<file path="config.mk">
export PLATFORM = sky130hd
export DESIGN_NAME = handshake_elastic_buffer
export DESIGN_NICKNAME = d
export VERILOG_FILES = /design/src/rtl/handshake_pkg.sv /design/src/rtl/handshake_elastic_buffer.sv
export SDC_FILE = /design/constraint.sdc
export NUM_CORES = 1
export LEC_CHECK = 0
export BUFFER_PORTS_ARGS = -buffer_cell sky130_fd_sc_hd__buf_2
export CAP_MARGIN = 10
export CORE_MARGIN = 2
export CORE_UTILIZATION = 50
export DETAILED_ROUTE_END_ITERATION = 8
export GPL_TIMING_DRIVEN = 0
export PLACE_DENSITY = 0.79
export SLEW_MARGIN = 10
export SYNTH_ARGS = -nofsm -noshare
export SYNTH_HDL_FRONTEND = slang
export SYNTH_SLANG_ARGS = --single-unit
</file>
<file path="constraint.sdc">
create_clock -name clk -period 2.6 [get_ports clk]
set_input_delay 0.26 -clock clk [delete_from_list [all_inputs] [get_ports clk]]
set_output_delay 0.26 -clock clk [all_outputs]
set_load 0.02 [all_outputs]
</file>
<file path="src/rtl/handshake_pkg.sv">
// rtl/handshake_pkg.sv - shared types and constants for handshake channel blocks
package handshake_pkg;

    typedef enum logic [1:0] {
        EMPTY = 2'd0,
        ONE   = 2'd1,
        FULL  = 2'd2
    } hs_eb_state_e;

    localparam int HS_EB_DEPTH = 2;

endpackage

</file>
<file path="src/rtl/handshake_elastic_buffer.sv">
// rtl/handshake_elastic_buffer.sv - two-slot elastic buffer, optional occupancy port via HANDSHAKE_EB_OCCUPANCY_EN
module handshake_elastic_buffer
    import handshake_pkg::*;
#(
    parameter int DATA_WIDTH = 32
) (
    input  logic                  clk,
    input  logic                  rst,
    input  logic [DATA_WIDTH-1:0] ins,
    input  logic                  ins_valid,
    output logic                  ins_ready,
    output logic [DATA_WIDTH-1:0] outs,
    output logic                  outs_valid,
    input  logic                  outs_ready
`ifdef HANDSHAKE_EB_OCCUPANCY_EN
    ,
    output logic [1:0]            occupancy
`endif
);

    hs_eb_state_e          state_q;
    hs_eb_state_e          state_d;
    logic [DATA_WIDTH-1:0] main_q;
    logic [DATA_WIDTH-1:0] skid_q;
    logic                  ins_ready_q;

    logic                  in_fire;
    logic                  out_fire;
    logic                  load_main_ins;
    logic                  load_main_skid;
    logic                  load_skid;

    // Outputs come straight from flops, so no input reaches them combinationally.
    assign ins_ready  = ins_ready_q;
    assign outs_valid = (state_q != EMPTY);
    assign outs       = main_q;

    assign in_fire  = ins_valid & ins_ready_q;
    assign out_fire = outs_valid & outs_ready;

    // Next-state and data-register load selection from the current fill level.
    always_comb begin
        state_d        = state_q;
        load_main_ins  = 1'b0;
        load_main_skid = 1'b0;
        load_skid      = 1'b0;
        unique case (state_q)
            EMPTY: begin
                if (in_fire) begin
                    load_main_ins = 1'b1;
                    state_d       = ONE;
                end
            end
            ONE: begin
                if (in_fire && out_fire) begin
                    load_main_ins = 1'b1;
                end else if (in_fire) begin
                    load_skid = 1'b1;
                    state_d   = FULL;
                end else if (out_fire) begin
                    state_d = EMPTY;
                end
            end
            FULL: begin
                // ins_ready is low here, so only the drain side can move.
                if (out_fire) begin
                    load_main_skid = 1'b1;
                    state_d        = ONE;
                end
            end
            default: begin
                state_d = EMPTY;
            end
        endcase
    end

    // Fill-level state and the registered ready, which looks one step ahead.
    always_ff @(posedge clk or negedge rst) begin
        if (!rst) begin
            state_q     <= EMPTY;
            ins_ready_q <= 1'b0;
        end else begin
            state_q     <= state_d;
            ins_ready_q <= (state_d != FULL);
        end
    end

    // Data registers: main drives outs, skid catches the word arriving during a stall.
    always_ff @(posedge clk or negedge rst) begin
        if (!rst) begin
            main_q <= '0;
            skid_q <= '0;
        end else begin
            if (load_main_ins) begin
                main_q <= ins;
            end else if (load_main_skid) begin
                main_q <= skid_q;
            end
            if (load_skid) begin
                skid_q <= ins;
            end
        end
    end

`ifdef HANDSHAKE_EB_OCCUPANCY_EN
    logic [1:0] occupancy_q;

    // Word count mirrors the state encoding (0, 1 or 2 words held).
    always_ff @(posedge clk or negedge rst) begin
        if (!rst) begin
            occupancy_q <= 2'd0;
        end else begin
            occupancy_q <= state_d;
        end
    end

    assign occupancy = occupancy_q;
`endif

endmodule
</file>
# After elaboration in Yosys (flattened, before gate mapping)
# Index checks and enable logic that the tools add are counted.
[totals] regBits=67 latch_bits=0 ram_bits=0 romBits=0 word_cells=28 n_memories=0
[op_classes] addsub=0 multipliers=0 div_mod_pow=0 magnitude_cmp=0 eq_ne=3 shifts=0 muxes=15 bitwise_logic=2 reduce_logical=4
[ops] cell="$mux 32" count=2
[ops] cell="$mux 2" count=5
[ops] cell="$mux 1" count=6
[ops] cell="$pmux 2 s3" count=1
[ops] cell="$reduce_bool 2->1" count=2
[ops] cell="$and 1x1->1" count=2
[ops] cell="$eq 2x1->1 const B" count=1
[ops] cell="$eq 2x2->1 const B" count=1
[ops] cell="$logic_not 2->1" count=1
[ops] cell="$ne 2x2->1 const B" count=1
[ops] cell="$pmux 1 s2" count=1
[ops] cell="$logic_and 1x1->1" count=1

# Longest topological paths before layout
[logic_depth] ltp_word=7 mapped_depth=5 ltp_nobuf=3

# Worst setup path after synthesis
# Ideal clock, no wire load.
[synth_timing] path_type="register to register" start="register ins_ready_q (netlist: ins_ready)" end="register main_q[10] (netlist: outs[10])" setup_time_ps=126 t_arrival_ps=1307 path_slack_ps=1168 path_stages_with_launch=6 period_less_slack_ps=1432 cell_sequence="dfrtp_1 -> and3b_1 -> buf_6 -> buf_6 -> and3_1 -> a221o_1"
[synth_between] elab_chain_len=5 elab_cells_between_ends=7
[synth_rtl] element="start, declared" line_no="handshake_elastic_buffer.sv:25" source="logic ins_ready_q;"
[synth_rtl] element="start signal, assigned" line_no="handshake_elastic_buffer.sv:84" source="ins_ready_q <= (state_d != FULL);"
[synth_rtl] element="$and 1x1->1 (*)" line_no="handshake_elastic_buffer.sv:38" source="assign in_fire = ins_valid & ins_ready_q;"
[synth_rtl] element="$logic_and 1x1->1" line_no="handshake_elastic_buffer.sv:55" source="if (in_fire && out_fire) begin"
[synth_rtl] element="$mux 1" line_no="handshake_elastic_buffer.sv:55"
[synth_rtl] element="$pmux 1 s2 (*)" line_no="handshake_elastic_buffer.sv:47" source="unique case (state_q)"
[synth_rtl] element="$mux 32 or $reduce_bool 2->1 (tied branches)"
[synth_rtl] element="end signal, assigned" line_no="handshake_elastic_buffer.sv:95" source="main_q <= ins;"
[synth_rtl] element="end signal, assigned" line_no="handshake_elastic_buffer.sv:97" source="main_q <= skid_q;"
[synth_rtl] element="end, declared" line_no="handshake_elastic_buffer.sv:23" source="logic [DATA_WIDTH-1:0] main_q;"
# Every way passes the cells marked *; elsewhere a longest branch is shown, timed or not.
# A chain may end at the register's enable or synchronous reset.

# Final worst setup path
[layout_timing] start="register state_q[1]" end="register skid_q[12]"
[layout_between] elab_chain_len=5 elab_cells_between_ends=6
[layout_rtl] element="start, declared" line_no="handshake_elastic_buffer.sv:21" source="hs_eb_state_e state_q;"
[layout_rtl] element="start signal, assigned" line_no="handshake_elastic_buffer.sv:83" source="state_q <= state_d;"
[layout_rtl] element="$reduce_bool 2->1" line_no="handshake_elastic_buffer.sv:35" source="assign outs_valid = (state_q != EMPTY);"
[layout_rtl] element="$and 1x1->1" line_no="handshake_elastic_buffer.sv:39" source="assign out_fire = outs_valid & outs_ready;"
[layout_rtl] element="$logic_and 1x1->1" line_no="handshake_elastic_buffer.sv:55"
[layout_rtl] element="$mux 1" line_no="handshake_elastic_buffer.sv:55"
[layout_rtl] element="$mux 1 (*)" line_no="handshake_elastic_buffer.sv:47"
[layout_rtl] element="end signal, assigned" line_no="handshake_elastic_buffer.sv:100" source="skid_q <= ins;"
[layout_rtl] element="end, declared" line_no="handshake_elastic_buffer.sv:24" source="logic [DATA_WIDTH-1:0] skid_q;"
# Marked as above.

==> results by group <==
Outcome
  • Outcome: finished clean

Timing
  • Slew Limit Headroom: 71.19%
  • Unrepaired setup endpoints after global routing: false
  • Tmin final: 1577 ps
  • Final WS setup: 1023 ps
  • Final Slew Violations: 0
  • Worst Tran Pin Value: 432.1 ps
  • Crit share post-route: 60.66%
  • Final Hold Viols: 0
  • Fin Clk Skew: 11.22 ps
  • Setup Viol. Count Final: 0
  • Hold WS: 152.9 ps
  • Total Neg Setup Slack: 0 ps
  • Fmax: 0.6340 GHz

Global route
  • Total track usage: 20.80%
  • Initial antenna violation count: 0
  • Vias in the first global route: 2070
  • First-pass GRT wire length: 9.963 mm
  • Grt peak-use layer: met2
  • GR Overflow Total: 0
  • M2 GR Usage: 33.64%
  • Met3 usage: 5.227%
  • GR Util met1: 26.60%
  • Largest net degree at the start of global routing: 36

Worst setup path
  • CP max stage delay: 430 ps
  • Crit path DAT: 1800 ps
  • Reg-to-Reg Start: state_q[1]
  • Setup slack, reg-to-reg: 1020 ps
  • WP data required: 2820 ps
  • Crit path depth: 4
  • Cell Chain, Critical Path: nand3b_1, nor2_2, buf_4, mux2_2
  • Top delay family on crit path: simple AND/OR/NAND/NOR gates
  • Worst R2R Path Depth: 4
  • Slowest CP cell: dfrtp_1
  • Setup crit end kind: flop
  • Critical path class: reg2reg
  • FF-to-FF End: skid_q[12]
  • Buf/Inv on CP: 1
  • Crit path to: skid_q[12]
  • Crit-path max FO: 10
  • Startpoint Class: flop
  • Worst Setup SP: state_q[1]

Logic synthesis
  • Most used flip-flop cell after synthesis: dfrtp_1
  • Top post-synthesis cells by count: 67 x dfrtp_1, 32 x a221o_1, 30 x mux2_2
  • Mapped Cells: 195
  • Register bit total from synthesis: 67
  • EDFF count, synth: 0
  • Yosys top cell area share: 59.08%
  • Largest cells by area after synthesis: dfrtp_1 59%, mux2_2 12%, a221o_1 11%, and3_1 6.2%, buf_6 4.4%
  • Cell taking the most area after synthesis: dfrtp_1
  • Synthesized Nets: 231
  • Synth Area per Inst: 14.55 µm²
  • Register area share after synthesis: 59.08%
  • Post-synth ARST share: 100.0%
  • Warnings, synthesis: 0
  • Count leader, synth: dfrtp_1
  • Post-Syn Area: 0.002838 mm²
  • Post-synthesis cell type count: 22

Final layout
  • Final instance area: 0.003533 mm²
  • FILL cells: 445
  • Fraction of layout cells with a size suffix above 1: 48.58%
  • Antenna diodes: 0
  • Final #Nets: 313
  • Synth-to-Final Area Change: 24.52%

Place
  • Dpl cell area: 0.003296 mm²
  • Final GP Congestion: 0.7597
  • Place WS: 1002 ps
  • PortBufs: 69
  • HPWL after DPL: 4.048 mm

Drt
  • Antenna-violating nets left: 0
  • WL per Instance: 16.90 µm
  • Vias per cell: 5.706
  • Vias: 2020
  • Drt pass-1 iters: 4
  • Remaining DRCs: 0
  • Initial DRC count: 72
  • Final wirelength: 5.981 mm

Floorplanning
  • Io pins: 70
  • Core area: 0.005507 mm²
  • Total Die Area: 0.006294 mm²
  • Die Width: 79.34 µm
  • Initial Util: 51.53%
  • Die Y-Extent: 79.34 µm
  • Row count: 27

Clock network
  • CTS max path bufs: 2
  • Worst-skew pair later-pin latency: 340 ps
  • Post-CTS Resized: 0
  • Clk root buf: clkbuf_8
  • CTS Buf Count: 9
  • Reg clk slew, reported paths: 60 ps
  • H-tree depth: 3
  • Clock tree sinks: 67
  • CTS tree: built

Power and ir drop
  • Total Power: 4.360 mW
  • PD cells: 1234 mW/mm²
  • Leak Pwr: 1.765 nW
  • Worst VDD drop: 0.6273 mV

Run
  • Maxcap violations: 0

Min path
  • Worst min-delay path category: in2reg
-- worst register-to-register path: stages, from the launching register on --
cell	delay, ps
dfrtp_1	430
nand3b_1	200
nor2_2	230
buf_4	250
mux2_2	350
-- state kept, by name (all words and copies together) (netlist names) --
register   count
ins_ready      1
outs          32
skid_q        32
state_q        2
-- worst min path at each step --
stage | start | end | slack [ps] | cells after the start
floorplan | rst | ins_ready | -40 | 0
global placement | skid_q[19] | skid_q[19] | 470 | 1
detailed placement | rst | outs[15] | 230 | 1
CTS | ins[17] | skid_q[17] | 140 | 2
global route | ins[20] | skid_q[20] | 150 | 2
finish | outs_ready | state_q[1] | 150 | 2
-- area by class of cell --
class,instances,area [µm²],share of cell area [%]
sequential,67,1677,47.45
multi-input combinational,110,999.7,28.29
timing repair buffer,71,377.9,10.69
buffer,17,157.7,4.462
clock buffer,12,155.1,4.391
tap,72,90.09,2.550
clock inverter,4,72.57,2.054
inverter,1,3.754,0.1062
-- report_power, final --
| part | internal (mW) | switching (mW) | total [mW] |
|---|---|---|---|
| Sequential | 1.55 | 0.293 | 1.84 |
| Combinational | 0.748 | 0.785 | 1.53 |
| Clock | 0.591 | 0.392 | 0.984 |
| Total | 2.89 | 1.47 | 4.36 |
-- cell families (layout without fill, tap and decap cells) --
kind of cell | count (synthesis) | count (layout) | share of synthesized area [%]
multiplexers | 34 | 34 | 13.45
AO/OA/AOI/OAI | 35 | 35 | 12.26
AND/OR/NAND/NOR | 41 | 41 | 9.524
flip-flops | 67 | 67 | 59.08
buffers and inverters | 18 | 105 | 5.688
-- placed cells by master, fill, tap and decap left out, types with 2 or more instances in the layout --
cell / netlist / final
bufinv_16: 0 / 2
clkbuf_8: 0 / 11
mux2_1: 3 / 3
and3b_1: 2 / 2
buf_2: 0 / 68
clkbuf_1: 3 / 4
dfrtp_1: 67 / 67
buf_6: 11 / 11
and3_2: 4 / 4
a221o_1: 32 / 32
and3_1: 28 / 28
buf_4: 3 / 4
mux2_2: 30 / 30
-- per-stage QoR --
stage / utilization, % / cells
CTS: 64.17 / 354
global placement: 59.44 / 336
floorplan: - / 195
global route: 64.17 / 354
detailed placement: 59.85 / 337
finish: 64.17 / 354
-- layer usage --
layer	wire length [µm]	vias to the layer above
li1	-	916
met1	2638	1032
met2	2915	61
met3	321	11
met4	106	0
met5	0	-
-- timing repair --
item | 4_1_cts | 5_1_grt
hold buffers | 1 | 0
endpoints found under the hold margin | 32 | 0
setup buffers | 0 | 0
Note: power is estimated with default switching activity, not from simulation.
